<file path="src/rtl/ssd_pkg.sv">
// ssd_pkg: shared types and segment constants for the seven-segment scan scheduler
package ssd_pkg;
    typedef logic [1:0] digit_idx_t;
    typedef enum logic {BLANK, SHOW} phase_t;
    localparam logic [6:0] SEG_BLANK = 7'h7F;
    localparam logic [6:0] SEG_TABLE [16] = '{
        7'h40, 7'h79, 7'h24, 7'h30, 7'h19, 7'h12, 7'h02, 7'h78,
        7'h00, 7'h10, 7'h08, 7'h03, 7'h46, 7'h21, 7'h06, 7'h0E
    };
endpackage

</file>
<file path="src/rtl/ssd_scan_sched_seg_encoder.sv">
// ssd_seg_encoder: combinational hex to active-low {g,f,e,d,c,b,a} segment lookup
module ssd_seg_encoder
    import ssd_pkg::*;
(
    input  logic [3:0] hex,
    output logic [6:0] seg
);
    assign seg = SEG_TABLE[hex];
endmodule

</file>
<file path="src/rtl/ssd_scan_sched.sv">
// ssd_scan_sched: 4-digit seven-segment scan scheduler with tear-free writes; SSD_LZ_BLANK_EN adds leading-zero suppression
module ssd_scan_sched
    import ssd_pkg::*;
#(
    parameter int DIGIT_CYCLES = 50000,
    parameter int BLANK_CYCLES = 500,
    parameter int CNT_W        = $clog2(DIGIT_CYCLES)
) (
    input  logic       clk,
    input  logic       rst,
    input  logic       wr_valid,
    output logic       wr_ready,
    input  logic [1:0] wr_idx,
    input  logic [3:0] wr_data,
    output logic       a1,
    output logic       a2,
    output logic       a3,
    output logic       a4,
    output logic [6:0] c,
    output logic       frame_done
);
    localparam logic [CNT_W-1:0] CNT_LAST  = CNT_W'(DIGIT_CYCLES - 1);
    localparam logic [CNT_W-1:0] CNT_BLANK = CNT_W'(BLANK_CYCLES);

    logic [CNT_W-1:0] cnt, cnt_n;
    digit_idx_t       cur_idx;
    phase_t           phase, phase_n;
    logic [3:0]       digit [4];
    logic [3:0]       an;
    logic [6:0]       seg;
    logic             wrap;
    logic             hide;

    assign wrap     = cnt == CNT_LAST;
    assign wr_ready = rst & ~(phase == SHOW && wr_idx == cur_idx);
    assign {a4, a3, a2, a1} = an;

    // next slot position and the phase it lands in
    always_comb begin
        cnt_n   = wrap ? '0 : cnt + 1'b1;
        phase_n = cnt_n < CNT_BLANK ? BLANK : SHOW;
    end

    // slot counter, phase state and digit advance on wrap
    always_ff @(posedge clk) begin
        if (!rst) begin
            cnt     <= '0;
            cur_idx <= '0;
            phase   <= BLANK;
        end else begin
            cnt   <= cnt_n;
            phase <= phase_n;
            if (wrap) cur_idx <= cur_idx + 2'd1;
        end
    end

    // digit registers; the lit digit is only writable once its blank window opens
    always_ff @(posedge clk) begin
        if (!rst) begin
            for (int k = 0; k < 4; k++) digit[k] <= '0;
        end else if (wr_valid && wr_ready) begin
            digit[wr_idx] <= wr_data;
        end
    end

    ssd_seg_encoder u_enc (
        .hex (digit[cur_idx]),
        .seg (seg)
    );

`ifdef SSD_LZ_BLANK_EN
    logic [3:0] lz;
    // a digit is suppressed when it and every higher digit are zero; digit 0 always shows
    always_comb begin
        lz    = '0;
        lz[3] = digit[3] == 4'd0;
        lz[2] = lz[3] && digit[2] == 4'd0;
        lz[1] = lz[2] && digit[1] == 4'd0;
    end
    assign hide = lz[cur_idx];
`else
    assign hide = 1'b0;
`endif

    // registered display drive and frame pulse
    always_ff @(posedge clk) begin
        if (!rst) begin
            an         <= 4'hF;
            c          <= SEG_BLANK;
            frame_done <= 1'b0;
        end else begin
            an         <= phase == SHOW ? ~(4'b1 << cur_idx) : 4'hF;
            c          <= (phase == SHOW && !hide) ? seg : SEG_BLANK;
            frame_done <= wrap && cur_idx == 2'd3;
        end
    end
endmodule

</file>
<file path="config.mk">
export PLATFORM = sky130hd
export DESIGN_NAME = ssd_scan_sched
export DESIGN_NICKNAME = d
export VERILOG_FILES = /design/src/rtl/ssd_pkg.sv /design/src/rtl/ssd_scan_sched_seg_encoder.sv /design/src/rtl/ssd_scan_sched.sv
export SDC_FILE = /design/constraint.sdc
export NUM_CORES = 1
export LEC_CHECK = 0
export ABC_CLOCK_PERIOD_IN_PS = 2700
export CAP_MARGIN = 20
export CORE_ASPECT_RATIO = 0.5
export CORE_MARGIN = 2
export CORE_UTILIZATION = 57
export DETAILED_ROUTE_END_ITERATION = 10
export GPL_TIMING_DRIVEN = 0
export PLACE_DENSITY = 0.79
export SLEW_MARGIN = 25
export SYNTH_ARGS = -nofsm -noshare
export SYNTH_HDL_FRONTEND = slang
export SYNTH_SLANG_ARGS = --single-unit
</file>
<file path="constraint.sdc">
create_clock -name clk -period 2.7 [get_ports clk]
set_input_delay 0.27 -clock clk [delete_from_list [all_inputs] [get_ports clk]]
set_output_delay 0.27 -clock clk [all_outputs]
set_load 0.01 [all_outputs]
</file>
-- Yosys cells after proc, flatten, opt, wreduce, memory -nomap -nowiden
Memories as Yosys holds them, arrays and structs flattened. A register that Yosys moved wholly into a read port is not among the register bits.
Index checks and enable logic that the tools add are counted.
- register bits: 24
- bits in latches: 0
- bits in writable memories: 16
- bits in read-only memories: 112
- memories: 2
- memory list (name ; words ; width ; rd ports ; clocked after Yosys merged registers in ; write ports ; RTL line ; source):
    (no name shown) ; 16 ; 7 ; 1 ; 1 ; 0 ; ssd_scan_sched_seg_encoder.sv:8 ; assign seg = SEG_TABLE[hex];
    digit ; 4 ; 4 ; 1 ; 1 ; 4 ; ssd_scan_sched.sv:28 ; logic [3:0] digit [4];
- add/sub/neg operators: 2
- multiply operators: 0
- divide/modulo/power cells: 0
- order comparisons: 1
- equality and inequality tests: 3
- shifts and indexed selects: 1
- multiplexer cells: 11
- bitwise logic cells: 4
- reductions and logical operators: 6
- operator list (operator ; count):
    16-bit by 1-bit adder with 16-bit output (second input constant) ; 1
    16-bit == test (second input constant) ; 1
    16-bit by 9-bit less-than comparator with 1-bit output (second input constant) ; 1
    16-bit 2-to-1 mux ; 1
    1-bit 2-to-1 mux ; 6
    2-bit 2-to-1 mux ; 3
    4-bit NOT with 5-bit output ; 1
    4-bit 2-to-1 mux ; 1
    4-bit NOT ; 1
    4-bit OR reduction ; 1
    1-bit by 2-bit << shifter with 4-bit output (first input constant) ; 1
    1-bit logical AND ; 3
    2-bit by 1-bit adder with 2-bit output (second input constant) ; 1
    2-bit == test ; 1
    2-bit == test (second input constant) ; 1
    2-bit AND reduction ; 1
    1-bit AND ; 1
    1-bit logical NOT ; 1
    1-bit NOT ; 1

-- Logic depth before layout (Yosys ltp)
Gate-level depths: netlist of the first run.
- depth after elaboration: 10
- depth in mapped cells: 8
- mapped depth without buffers: 8

-- By module
From an unflattened synthesis of the first run, not the netlist that was laid out.
- cell total of the unflattened synthesis: 236
- area total of the unflattened synthesis: 2491.1 um^2
- by module, submodules not included (module ; instances ; cells an instance ; area each (um^2)):
    ssd_scan_sched ; 1 ; 204 ; 2215.9
    ssd_seg_encoder ; 1 ; 32 ; 275.3

-- Worst setup path before layout of the first run
No wires, ideal clock.
- path kind: register -> register
- start: reg with a tool-made name
- end: reg c[3]
- data arrival time: 1.900 ns
- setup slack: 0.741 ns
- cell stages (with the launch flop): 8
- cells stage by stage: dfxtp_1 -> mux4_1 -> inv_1 -> ha_1 -> nor2_1 -> a21oi_1 -> mux2_2 -> nand2_1
- RTL lines (element ; RTL line ; source):
    to (decl) ; ssd_scan_sched.sv:19 ; output logic [6:0] c,

==> metrics, run 1 <==
largest family of logic cells by synthesized area=simple AND/OR/NAND/NOR gates; port bufs=21; All-Layer GR Usage=21.0%; endpoints failing hold=0; # DRC=0; Die Area=4850 sq um; CTS max path bufs=2; Final WS setup=342 ps; first-pass GRT wire length=7700 um; total vias in the final route=1808; cts repair resizes=0; PwrDens=496 nW/um^2; Fin Clk Skew=8.22 ps; setup TNS=0 ps; WP data required=2640 ps; area used by multi-input combinational logic=1210 sq um; DRT iter0 DRCs=118; most frequent cell after synthesis=dfxtp_1; R2R Path End=digit[1][3]$_SDFFCE_PN0P_; Final min period=2360 ps; initial antenna violation count=0; post-synth top area cell=dfxtp_1; Seq/Total Area, Yosys=46.8%; CTS Buf Count=5; io pins=22; fin crit share=87.3%; Max Fclk=424 MHz; largest cells by area after synthesis=dfxtp_1 27%, edfxtp_1 20%, ha_1 5.6%, and2_1 5.4%, nor2_1 4.3%; Final ANT Viol Nets=0; Synth cell types=50; Slew Limit Fails=0; total power=1.40 mW; compound-cell area share of the yosys netlist=8.92%; simple-gate share of the synthesized area=23.7%; worst hold stages=1; vias in the first global route=1693; leading register cell type out of synthesis=dfxtp_1; P&R area growth vs syn=15.9%; Post-Syn Area per Cell=10.0 sq um; post-synthesis xor/xnor area fraction=5.74%; final WL=4480 um; VDD IR-drop max=0.213 mV; CTS tree=done; crit path cell chain=clkdlybuf4s50_1 -> clkinv_1 -> a311oi_2 -> nand2_1 -> o21ai_0; filler cell count=318; critical path's slowest cell=o21ai_0; r2r setup slk=490 ps; clk root buf=clkbuf_8; max cap viols=0; layout cells sized above 1=9.93%; number of H-tree levels=2; Final Util=70.7%; adder-cell share of the synthesized area=5.64%; Setup CP Type=input port to flip-flop; Worst-Margin Slew=762 ps; RSZ-0062 raised after global routing=false; Die H=50.3 um; Crit. End Element=flip-flop; critical path arrival=2300 ps; area of the mapped netlist=2440 sq um; number of flops mapped to enable cells by yosys=16; register area=1140 sq um; total global routing overflow=0; worst skew pair latency=310 ps; critical-path maximum fanout=10; CP Buf/Inv Count=2; status=complete, no violations; DR WL/cell=13.7 um; leakage power=1.05 nW; Yosys reg bits=49; hold_sp=phase$_SDFF_PN0_; crit path launch type=input port; hold-critical path endpoint=an[3]$_SDFF_PN1_; gpl congestion=0.802; Post-DP HPWL=3230 um; top post-synthesis cells by count=33 x dfxtp_1, 28 x nor2_1, 22 x nand2_1, 21 x and2_1, 16 x edfxtp_1; final setup violation count=0; Core Area=4000 sq um; largest net degree at the start of global routing=16; Syn Nets=263; Vias/cell=5.55; Setup Fix Bufs, Post-CTS=0; share of the synthesized area in the top cell type=27.1%; Yosys warning total=0; # clock sinks=49; gate count after technology mapping=243; normalized max-slew margin=48.6%; Post-CTS Hold Buffers=0; row cnt=16; drt pass-1 iters=4; slowest cell delay on critical path=620 ps; clock-pin slew on the worst setup and hold paths=90 ps; starting density of the core=60.9%; die width=96.5 um; Top delay family on crit path=compound AO/OA/AOI/OAI gates; pre-CTS setup slack=39.9 ps; ys async rst share=0%; FF-to-FF path depth=4; mux contribution to synthesized area=5.69%; reg-to-reg startpoint=cur_idx[0]$_SDFFE_PN0N_; HP Class=flip-flop to flip-flop; nets=291; ant diodes=0
power breakdown:
group | internal [mW] | switching (mW)
clock network | 0.278 | 0.246
registers | 0.777 | 0.00915
logic | 0.0425 | 0.0516
stage by stage:
step | hold slack (ps) | instances | cell area [sq um]
2_1_floorplan | 427 | 243 | 2440
3_3_place_gp | 470 | 318 | 2720
3_5_place_dp | 475 | 318 | 2720
4_1_cts | 497 | 326 | 2830
5_1_grt | 535 | 326 | 2830
6_report | 491 | 326 | 2830
metal layers:
layer  global-route usage, %  wire length, um  vias to the layer above
met3                    4.95              195                        7
li1                        -                -                      908
met4                    6.34               55                        0
met5                       0                0                        -
met1                    27.0             2120                      857
met2                    35.4             2110                       36
placed cells by master, fill, tap and decap left out, types with 7 or more instances in the layout:
master	Yosys	routed
dfxtp_1	33	33
nor2_1	28	28
nand2_1	22	22
and2_1	21	21
clkdlybuf4s50_1	0	21
edfxtp_1	16	16
xnor2_1	12	12
ha_1	11	11
a21oi_1	8	8
nand3_1	7	7
area by class of cell:
cell class              count  share of cell area (%)
multi-input cells         177                    42.9
inverters                   7                   0.929
clock buffers               6                    2.57
plain buffers              10                    2.08
clock inverters             2                    1.37
repair buffers             21                    7.43
well taps                  54                    2.39
flip-flops and latches     49                    40.3
worst max-delay path by stage:
stage / from / to / cells past startpoint
floorplan: flip-flop / c[3]$_SDFF_PN1_ / 7
global placement: rst / digit[1][2]$_SDFFCE_PN0P_ / 5
detailed placement: rst / digit[1][2]$_SDFFCE_PN0P_ / 5
CTS: rst / digit[1][3]$_SDFFCE_PN0P_ / 5
global route: rst / digit[1][3]$_SDFFCE_PN0P_ / 5
finish: rst / digit[1][3]$_SDFFCE_PN0P_ / 5
sequential cells by signal (all words and copies together) (netlist names), named ones only:
name	cells
cur_idx	2
phase	1
frame_done	1
an	4
c	7
cnt	16
digit	16
cells by family after synthesis:
kind of cell,after synthesis
simple gates,110
flops,49
compound gates,32
buf+inv,17
xor+xnor,16
fa+ha+maj,11
mux,8
Note: power is estimated with default switching activity, not from simulation.
==> run 2: changes to the inputs <==
- CORE_UTILIZATION: 57 -> 50
- PLACE_DENSITY: 0.79 -> 0.71
==> run 2 against run 1 <==
Critical path depth stayed put. Power shrank 7.0%. Sequential cell count did not move. Clock-buffer cell count unchanged. Critical path type unchanged. Via count shrank 3.5%. Wire length decreased by 4.4%. Highest routed layer unchanged. Sequential power about the same. Critical endpoint unchanged. Global-route usage fell by 3.6 points. Hold slack worse by 4.6 ps. Setup slack improved by 72 ps.
==> metrics, run 2 (synthesis results as in run 1) <==
Critical Path Source=rst; CTS tree=done; All-Layer GR Usage=17.4%; endpoints failing hold=0; Vias/cell=5.16; WP data required=2650 ps; HP Class=flip-flop to flip-flop; Final WS setup=414 ps; Post-DP HPWL=3180 um; leakage power=1.03 nW; Crit path depth=5; r2r setup slk=510 ps; clock-pin slew on the worst setup and hold paths=90 ps; hold_sp=phase$_SDFF_PN0_; number of H-tree levels=2; nets=291; critical-path maximum fanout=10; total power=1.31 mW; layout cells sized above 1=9.93%; commonest non-fill, non-tap cell in the layout=dfxtp_1; final instance area=2820 sq um; pre-CTS setup slack=74.0 ps; die width=103 um; P&R area growth vs syn=15.6%; most frequent cells in the layout=33 x dfxtp_1, 28 x nor2_1, 22 x nand2_1; crit path cell chain=clkdlybuf4s50_1 -> clkinv_1 -> a311oi_2 -> nand2_1 -> o21ai_0; io pins=22; Crit. End Element=flip-flop; slowest cell delay on critical path=540 ps; CTS Buf Count=5; Core Area=4550 sq um; drt pass-1 iters=5; Die Area=5490 sq um; cts repair resizes=0; total vias in the final route=1744; Slew Limit Fails=0; Final min period=2290 ps; Top delay family on crit path=compound AO/OA/AOI/OAI gates; PwrDens=463 nW/um^2; row cnt=17; gpl congestion=0.815; DRT iter0 DRCs=55; final WL=4290 um; RSZ-0062 raised after global routing=false; Max Fclk=437 MHz; Post-CTS Hold Buffers=0; final setup violation count=0; R2R Path End=c[3]$_SDFF_PN1_; Fin Clk Skew=8.99 ps; # clock sinks=49; Setup CP Type=input port to flip-flop; ant diodes=0; Final ANT Viol Nets=0; CP Buf/Inv Count=2; critical path arrival=2230 ps; worst skew pair latency=300 ps; top flop regs=cnt: 16 flops, digit: 16 flops, c: 7 flops; Final Util=62.0%; first-pass GRT wire length=7250 um; max cap viols=0; Die H=53.4 um; CP endpoint=digit[1][3]$_SDFFCE_PN0P_; normalized max-slew margin=56.8%; crit path launch type=input port; initial antenna violation count=0; # DRC=0; FF-to-FF path depth=7; starting density of the core=53.6%; CTS max path bufs=2; largest net degree at the start of global routing=16; clk root buf=clkbuf_8; total global routing overflow=0; vias in the first global route=1657; fin crit share=84.7%; Placement Cell Area=2730 sq um; setup TNS=0 ps; status=complete, no violations; Setup Fix Bufs, Post-CTS=0; critical path's slowest cell=o21ai_0; Worst-Margin Slew=641 ps; port bufs=21; VDD IR-drop max=0.224 mV; DR WL/cell=12.7 um
==> run 2: power breakdown <==
group          internal, mW  total, mW  switching, mW
registers             0.777      0.786        0.00912
clock network         0.183      0.427          0.244
logic                0.0425     0.0932         0.0507
total                  1.00       1.31          0.304
==> run 2: cell type report <==
cell class,count,area [sq um]
Fill cell,403,1730
Tap cell,66,82.6
Clock inverter,2,15.0
Clock buffer,6,72.6
Buffer,10,58.8
Multi-Input combinational cell,177,1210
Inverter,7,26.3
Timing Repair Buffer,21,210
Sequential cell,49,1140
==> run 2: per-layer routing <==
| layer | share of wire, % | up-vias | GRT usage, % |
|---|---|---|---|
| met3 | 3.6 | 4 | 3.96 |
| met2 | 45 | 38 | 30.2 |
| li1 | - | 903 | - |
| met1 | 51 | 799 | 22.0 |
| met4 | 0.86 | 0 | 5.48 |
| met5 | 0 | - | 0 |
==> run 2: how the worst min path moves through the flow <==
stage	end	cells past startpoint
floorplan	an[3]$_SDFF_PN1_	1
global placement	an[3]$_SDFF_PN1_	1
detailed placement	an[3]$_SDFF_PN1_	1
CTS	an[3]$_SDFF_PN1_	1
global route	an[3]$_SDFF_PN1_	1
finish	an[3]$_SDFF_PN1_	1
==> run 2: metrics by stage <==
step	hold slack (ps)	cells
final	486	338
after global routing	510	338
after CTS	489	338
after detailed placement	469	330
after global placement	460	330
after floorplan	427	243
